### src/rtl/imem_load_pkg.sv
// Shared types and default geometry for the instruction-memory loader.
// Optional build macro: IMEM_LOAD_CHECKSUM_EN.
package imem_load_pkg;

   localparam int ADDR_W_DEF = 12;
   localparam int WORD_W_DEF = 32;

   typedef enum logic [2:0] {
      ST_IDLE  = 3'd0,
      ST_HDR   = 3'd1,
      ST_DATA  = 3'd2,
      ST_CKSUM = 3'd3,
      ST_ERR   = 3'd4
   } state_e;

endpackage

### src/rtl/imem_load_if.sv
// Single-port memory write bundle (we/addr/wdata).
// master drives the port, slave receives it.
interface imem_load_if #(
   parameter int ADDR_W = 12,
   parameter int WORD_W = 32
);

   logic              we;
   logic [ADDR_W-1:0] addr;
   logic [WORD_W-1:0] wdata;

   modport master (output we, addr, wdata);
   modport slave  (input  we, addr, wdata);

endinterface

### src/rtl/imem_load_word_shifter.sv
// Serial-to-parallel word assembler, LSB first.
// word_done pulses the cycle after the WORD_W-th accepted bit.
module word_shifter #(
   parameter int WORD_W = 32
) (
   input  logic              clk,
   input  logic              reset,
   input  logic              clr,
   input  logic              en,
   input  logic              bit_in,
   output logic [WORD_W-1:0] word,
   output logic              word_done
);

   localparam int CNT_W = $clog2(WORD_W);
   localparam logic [CNT_W-1:0] LAST = CNT_W'(WORD_W - 1);

   logic [WORD_W-1:0] sr_q, sr_d;
   logic [CNT_W-1:0]  cnt_q, cnt_d;
   logic              done_q, done_d;

   always_comb begin
      sr_d   = sr_q;
      cnt_d  = cnt_q;
      done_d = 1'b0;
      if (clr) begin
         sr_d  = '0;
         cnt_d = '0;
      end else if (en) begin
         sr_d = {bit_in, sr_q[WORD_W-1:1]};
         if (cnt_q == LAST) begin
            cnt_d  = '0;
            done_d = 1'b1;
         end else begin
            cnt_d = cnt_q + CNT_W'(1);
         end
      end
   end

   always_ff @(posedge clk or negedge reset) begin
      if (!reset) begin
         sr_q   <= '0;
         cnt_q  <= '0;
         done_q <= 1'b0;
      end else begin
         sr_q   <= sr_d;
         cnt_q  <= cnt_d;
         done_q <= done_d;
      end
   end

   assign word      = sr_q;
   assign word_done = done_q;

endmodule

### src/rtl/imem_load_ctrl.sv
// Serial instruction-memory loader with CPU write arbitration.
// Define IMEM_LOAD_CHECKSUM_EN to require a trailing sum word.
module imem_load_ctrl
   import imem_load_pkg::*;
#(
   parameter int ADDR_W = ADDR_W_DEF,
   parameter int WORD_W = WORD_W_DEF
) (
   input  logic        clk,
   input  logic        reset,
   input  logic        bit_valid,
   input  logic        bit_in,
   input  logic        load_start,
   imem_load_if.slave  cpu,
   imem_load_if.master mem,
   output logic        cpu_hold,
   output logic        load_busy,
   output logic        load_done,
   output logic        load_err
);

   localparam logic [2:0] S_IDLE  = 3'(ST_IDLE);
   localparam logic [2:0] S_HDR   = 3'(ST_HDR);
   localparam logic [2:0] S_DATA  = 3'(ST_DATA);
   localparam logic [2:0] S_CKSUM = 3'(ST_CKSUM);
   localparam logic [2:0] S_ERR   = 3'(ST_ERR);

   logic [2:0]        state_q, state_d;
   logic [ADDR_W-1:0] idx_q, idx_d;
   logic [ADDR_W-1:0] len_q, len_d;
   logic              done_q, done_d;
   logic              err_q, err_d;
`ifdef IMEM_LOAD_CHECKSUM_EN
   logic [WORD_W-1:0] sum_q, sum_d;
`endif

   logic [WORD_W-1:0] word;
   logic              word_done;
   logic              wr;
   logic [ADDR_W-1:0] idx_nx;

   assign load_busy = (state_q == S_HDR) || (state_q == S_DATA) ||
                      (state_q == S_CKSUM);
   assign cpu_hold  = (state_q != S_IDLE);
   assign load_done = done_q;
   assign load_err  = err_q;
   assign wr        = (state_q == S_DATA) && word_done;
   assign idx_nx    = idx_q + ADDR_W'(1);

   word_shifter #(.WORD_W(WORD_W)) u_shift (
      .clk       (clk),
      .reset     (reset),
      .clr       (load_start),
      .en        (bit_valid && load_busy && !load_start),
      .bit_in    (bit_in),
      .word      (word),
      .word_done (word_done)
   );

   always_comb begin
      state_d = state_q;
      idx_d   = idx_q;
      len_d   = len_q;
      done_d  = done_q;
      err_d   = err_q;
`ifdef IMEM_LOAD_CHECKSUM_EN
      sum_d   = sum_q;
`endif
      if (load_start) begin
         state_d = S_HDR;
         idx_d   = '0;
         done_d  = 1'b0;
         err_d   = 1'b0;
`ifdef IMEM_LOAD_CHECKSUM_EN
         sum_d   = '0;
`endif
      end else if (word_done) begin
         case (state_q)
            S_HDR: begin
               if (|word[WORD_W-1:ADDR_W]) begin
                  state_d = S_ERR;
                  err_d   = 1'b1;
               end else if (word == '0) begin
`ifdef IMEM_LOAD_CHECKSUM_EN
                  state_d = S_CKSUM;
`else
                  state_d = S_IDLE;
                  done_d  = 1'b1;
`endif
               end else begin
                  len_d   = word[ADDR_W-1:0];
                  state_d = S_DATA;
               end
            end
            S_DATA: begin
               idx_d = idx_nx;
`ifdef IMEM_LOAD_CHECKSUM_EN
               sum_d = sum_q + word;
`endif
               if (idx_nx == len_q) begin
`ifdef IMEM_LOAD_CHECKSUM_EN
                  state_d = S_CKSUM;
`else
                  state_d = S_IDLE;
                  done_d  = 1'b1;
`endif
               end
            end
`ifdef IMEM_LOAD_CHECKSUM_EN
            S_CKSUM: begin
               if (word == sum_q) begin
                  state_d = S_IDLE;
                  done_d  = 1'b1;
               end else begin
                  state_d = S_ERR;
                  err_d   = 1'b1;
               end
            end
`endif
            default: ;
         endcase
      end
   end

   always_ff @(posedge clk or negedge reset) begin
      if (!reset) begin
         state_q <= S_IDLE;
         idx_q   <= '0;
         len_q   <= '0;
         done_q  <= 1'b0;
         err_q   <= 1'b0;
      end else begin
         state_q <= state_d;
         idx_q   <= idx_d;
         len_q   <= len_d;
         done_q  <= done_d;
         err_q   <= err_d;
      end
   end

`ifdef IMEM_LOAD_CHECKSUM_EN
   always_ff @(posedge clk or negedge reset) begin
      if (!reset) sum_q <= '0;
      else        sum_q <= sum_d;
   end
`endif

   // Outside IDLE the CPU is held, so its writes are simply dropped.
   always_comb begin
      if (state_q == S_IDLE) begin
         mem.we    = cpu.we;
         mem.addr  = cpu.addr;
         mem.wdata = cpu.wdata;
      end else begin
         mem.we    = wr;
         mem.addr  = idx_q;
         mem.wdata = word;
      end
   end

endmodule

### src/flat_wrapper.sv
// flat-port wrapper written by rule: the top's interface ports become plain ports
module imem_load_ctrl_flat import imem_load_pkg::*;
#(
   parameter int ADDR_W = ADDR_W_DEF,
   parameter int WORD_W = WORD_W_DEF
)
  (clk, reset, bit_valid, bit_in, load_start, cpu_hold, load_busy, load_done, load_err, cpu_we, cpu_addr, cpu_wdata, mem_we, mem_addr, mem_wdata);
  imem_load_if #(.ADDR_W(ADDR_W), .WORD_W(WORD_W)) cpu_i ();
  imem_load_if #(.ADDR_W(ADDR_W), .WORD_W(WORD_W)) mem_i ();
  input  logic clk;
  input  logic reset;
  input  logic bit_valid;
  input  logic bit_in;
  input  logic load_start;
  output logic cpu_hold;
  output logic load_busy;
  output logic load_done;
  output logic load_err;
  input wire logic [$bits(cpu_i.we)-1:0] cpu_we;
  input wire logic [$bits(cpu_i.addr)-1:0] cpu_addr;
  input wire logic [$bits(cpu_i.wdata)-1:0] cpu_wdata;
  output wire logic [$bits(mem_i.we)-1:0] mem_we;
  output wire logic [$bits(mem_i.addr)-1:0] mem_addr;
  output wire logic [$bits(mem_i.wdata)-1:0] mem_wdata;
  assign cpu_i.we = cpu_we;
  assign cpu_i.addr = cpu_addr;
  assign cpu_i.wdata = cpu_wdata;
  assign mem_we = mem_i.we;
  assign mem_addr = mem_i.addr;
  assign mem_wdata = mem_i.wdata;
  imem_load_ctrl #(.ADDR_W(ADDR_W), .WORD_W(WORD_W)) u_core (.clk(clk), .reset(reset), .bit_valid(bit_valid), .bit_in(bit_in), .load_start(load_start), .cpu(cpu_i), .mem(mem_i), .cpu_hold(cpu_hold), .load_busy(load_busy), .load_done(load_done), .load_err(load_err));
endmodule
### config.mk
export PLATFORM = sky130hd
export DESIGN_NAME = imem_load_ctrl_flat
export DESIGN_NICKNAME = d
export VERILOG_FILES = /design/src/rtl/imem_load_pkg.sv /design/src/rtl/imem_load_if.sv /design/src/rtl/imem_load_word_shifter.sv /design/src/rtl/imem_load_ctrl.sv /design/src/flat_wrapper.sv
export SDC_FILE = /design/constraint.sdc
export NUM_CORES = 1
export LEC_CHECK = 0
export ABC_AREA = 1
export CORE_MARGIN = 3
export CORE_UTILIZATION = 45
export DETAILED_ROUTE_END_ITERATION = 10
export PLACE_DENSITY = 0.75
export SETUP_SLACK_MARGIN = 0.15
export SLEW_MARGIN = 0
export SYNTH_ARGS = -nofsm -noshare
export SYNTH_HDL_FRONTEND = slang
export SYNTH_SLANG_ARGS = --single-unit
### constraint.sdc
create_clock -name clk -period 2.35 [get_ports clk]
set_input_delay 0.5875 -clock clk [delete_from_list [all_inputs] [get_ports clk]]
set_output_delay 0.5875 -clock clk [all_outputs]
set_load 0.02 [all_outputs]
# Word-level counts from Yosys, hierarchy flattened
# Index checks and enable logic that the tools add are counted.
# totals
inputBits	50
output_inout_bits	49
register_bits	67
# classes
muxes	30
n_addsub	2
bitwise_logic	3
n_eq_ne	8
n_reduce_logical	21
# ops
cell	n
32-bit two-way mux	3
12-bit two-way mux	4
32-bit zero test	1
20-bit OR reduction	1
5-bit two-way mux	3
1-bit two-way mux	13
12-bit by 1-bit adder with 12-bit output, second input constant	1
12-bit == test	1
3-bit two-way mux	4
5-bit AND reduction	2
2-bit nonzero test	5
3-bit != test, second input constant	3
3-bit by 2-bit == test with 1-bit output, second input constant	2
3-bit case mux with 2 select lines	1
3-bit AND reduction	2
3-bit nonzero test	2
5-bit by 1-bit adder with 5-bit output, second input constant	1
5-bit == test, second input constant	1
3-bit by 1-bit == test with 1-bit output, second input constant	1
1-bit logical AND	3
3-bit zero test	1
1-bit NOT	3
1-bit logical OR	2
2-bit two-way mux	1
3 further kinds	3

# Logic depth before layout (Yosys ltp)
# logic_depth
word_depth	7
mapped_depth	16
depth_no_buf	16

# Modules after synthesis
# From an unflattened synthesis, not the netlist that was laid out.
# unflattened
cells_unflattened	505
area_unflattened_um2	3871.2
# by_module_without_submodules
module	area_per_inst_um2	seq_area_each_um2	n_inst	cells_per_inst
imem_load_ctrl	2289.7	725.7	1	363
word_shifter	1581.5	950.9	1	142

# Worst setup path before layout
# OpenSTA, ideal clock, no wires.
# synth_timing
kind	register -> output
start	register u_core.state_q[1]
end	output port mem_wdata[12]
required_time_ps	1762
slack_ps	271
n_path_buf	2
t_arrival_ps	1492
path_stages_with_launch	6
cell_sequence	dfrtp_1 nor2_1 nand2_1 clkbuf_1 buf_1 a21oi_1
# synth_between
elab_chain_len	2
# synth_rtl
item	line_no	text
start: declaration	imem_load_ctrl.sv:28	logic [2:0] state_q, state_d;
start signal: assignment	imem_load_ctrl.sv:133	state_q <= state_d;
3-bit zero test	imem_load_ctrl.sv:150	if (state_q == S_IDLE) begin
32-bit two-way mux	imem_load_ctrl.sv:150	
end: declaration	flat_wrapper.sv:24	output wire logic [$bits(mem_i.wdata)-1:0] mem_wdata;
# Every way passes these cells.

# Final worst setup path
# layout_timing
start	register u_core.state_q[1]
end	output port mem_wdata[23]
# The elaborated chain is that of the path after synthesis.

==> results_dict.tcl <==
set metrics [dict create \
    slowest_stage "dfrtp_1" \
    ys_types 27 \
    synth-edff-count 0 \
    powerDensity_nw_per_um2 518 \
    synthesis.area_sq_um 3760 \
    hold_viol 0 \
    clock-skew-final_ps 7.33 \
    r2r_cells 14 \
    route.detailed.wl_per_inst_microns 14.1 \
    dieWidth_microns 97.4 \
    insertion_delay_ps 350 \
    slowest_delay_ps 440 \
    setup_viol 0 \
    synth-seq-cells 67 \
    ir_drop_uv 543 \
    globalRouteTotalUtil_pct 20.5 \
    std_cell_rows 32 \
    final_cell_area_sq_um 5070 \
    slew_violations 0 \
    async_reset_ff_share_pct 100 \
    initial_utilization_pct 47.4 \
    dpl_cell_area_sq_um 4890 \
    cp-start-kind "flop" \
    tightestPinTransition_ps 698 \
    slew_headroom_pct 53.4 \
    dr.first_iter.drc_count 174 \
    vias 3807 \
    vias_per_cell 5.18 \
    grt_setup_unrepaired "yes" \
    htreeDepth 3 \
    final_common_cell "nand2_1" \
    nNetsFinal 682 \
    hp-class "in2async" \
    post-route-period-util_pct 98.0 \
    ys.flop_type "dfrtp_1" \
    avgSynthCellArea_sq_um 7.21 \
    drc 0 \
    core_area_sq_um 7930 \
    ys.warnings.count 0 \
    ctsLongestPathBuffers 2 \
    overflow 0 \
    most-common-layout-cells "nand2_1, inv_1, dfrtp_1, nor2_1, clkdlybuf4s50_1" \
    grt_pass1_vias 3554 \
    cts_hold_buf 0 \
    routabilityCongestion 0.868 \
    cp_num_buf_inv 2 \
    n_antenna_cell 0 \
    dieArea_sq_um 9480 \
    final_cells 735 \
    area_delta_synth_final_pct 35.0 \
    final.setup.tns_ps 0 \
    numPortBuffers 98 \
    routed_wl_microns 10300 \
    netlist_instances 521 \
    hpwl_microns 7330 \
    die_h_microns 97.4 \
    outcome "finished clean" \
    crit_chain "nor2_4, nand2_4, clkbuf_16, a21oi_1, buf_4" \
    crit_required_ps 1760 \
    clockRootBuffer "clkbuf_8" \
    synth-seq-area-share_pct 44.6 \
    cp_max_fo 13 \
    path_class "reg2out" \
    drive_gt1_share_pct 15.3 \
    synth_fp_nets 575 \
    cts_buffers 9 \
    crit_path_end_kind "output port" \
    n_fill_cell 725 \
    placedCellCount 712 \
    antenna_found_initial 0 \
    cts_sinks 67 \
    io_pins 99 \
    grt_pass1_wl_microns 16200 \
    grt_max_degree 54 \
    worstReg2RegEnd "u_core.state_q[0]" \
    clk_pin_slew_ps 70 \
    drv_cap 0 \
    final.min_clock_period_ps 2300 \
    r2r_start "u_core.idx_q[0]" \
    cts_tree "yes" \
    arrival_ps 1720 \
    rrSetupSlack_ps 410 \
    drt-pass1-iter-count 4 \
    drtAntennaViolNets 0 \
    cp_top_family "flip-flops" \
    leakage_nw 2.48 \
    clock.fmax_ghz 0.434 \
]
[registers in the layout (all words and copies together), names as in the netlist]
register                  count
u_core.load_done              1
u_core.u_shift.word_done      1
u_core.len_q                 12
u_core.load_err               1
u_core.idx_q                 12
u_core.u_shift.word          32
u_core.state_q                3
u_core.u_shift.cnt_q          5
[Yosys cell counts (2+ instances only)]
master    instances  share of area, %
nor4_1            3              0.50
a22oi_1          21               4.2
nor2_2            4              0.67
nor3_1            2              0.27
a21oi_1          46               6.1
o21ai_0          31               4.1
clkbuf_1         14               1.4
dfrtp_1          67                45
nand4_1           8               1.3
nand2_2           4              0.67
nand3_1          41               5.5
clkinv_1          2              0.20
o22ai_1           6               1.0
inv_1            89               8.9
ha_1              4               1.3
nand2_1          96               9.6
buf_2             4              0.53
a22o_1            2              0.47
nand3b_1          3              0.60
nor2_1           67               6.7
[per-layer routing]
metal	vias to the layer above	global-route usage, %	share of wire (%)
met3	15	3.52	3.8
met5	-	0	0
met4	0	7.03	1.5
met2	86	34.1	50
li1	1900	-	-
met1	1806	27.2	45
[cells by family after synthesis]
group / count (synthesis) / share of synthesized area [%]
AND/OR/NAND/NOR: 230 / 26.2
buffers and inverters: 110 / 11.1
AO/OA/AOI/OAI: 108 / 16.2
flip-flops: 67 / 44.6
adder cells (fa/ha/maj): 4 / 1.33
XOR/XNOR: 2 / 0.466
[final cells by class]
cell class              instances  area [sq um]  share of cell area [%]
clock buffers                  10           128                    2.52
clock inverters                 6          71.3                    1.41
inverters                      91           342                    6.73
multi-input cells             344          1710                    33.6
flip-flops and latches         67          1680                    33.0
well taps                     102           128                    2.52
repair buffers                115          1020                    20.2
[worst max path at each step]
stage | from | end | slack [ps] | depth (start not counted)
after floorplan | u_core.state_q[1] | mem_wdata[12] | 270 | 5
after global placement | cpu_wdata[27] | mem_wdata[27] | -90 | 4
after detailed placement | cpu_wdata[23] | mem_wdata[23] | -130 | 4
after CTS | u_core.state_q[0] | mem_wdata[23] | 20 | 5
after global routing | u_core.state_q[1] | mem_wdata[23] | -20 | 5
final | u_core.state_q[1] | mem_wdata[23] | 50 | 5
[what timing repair did]
action / 4_1_cts / 5_1_grt
endpoints found under the setup margin: 47 / 46
pin swaps: 0 / 2
cloned: 0 / 3
resized for setup: 178 / 48
buffers inserted: 1 / 3
[where the power goes]
| part | total [W] | leakage, nW | switching (W) | internal [W] |
|---|---|---|---|---|
| Clock | 0.000977 | 0.0939 | 0.000475 | 0.000501 |
| Combinational | 0.000485 | 1.46 | 0.000267 | 0.000219 |
| Sequential | 0.00117 | 0.930 | 0.00000722 | 0.00116 |
| Total | 0.00263 | 2.48 | 0.000750 | 0.00188 |
[stage by stage]
step                utilization [%]  hold slack, ps  setup slack, ps  power, W
finish                         64.0             254             46.6   0.00263
global route                   64.0             274            -22.9   0.00273
CTS                            61.7             257             23.1   0.00260
detailed placement             61.7             468             -132   0.00168
global placement               61.7             460            -89.5   0.00167
floorplan                         -             292              271   0.00140
Note: power is estimated with default switching activity, not from simulation.
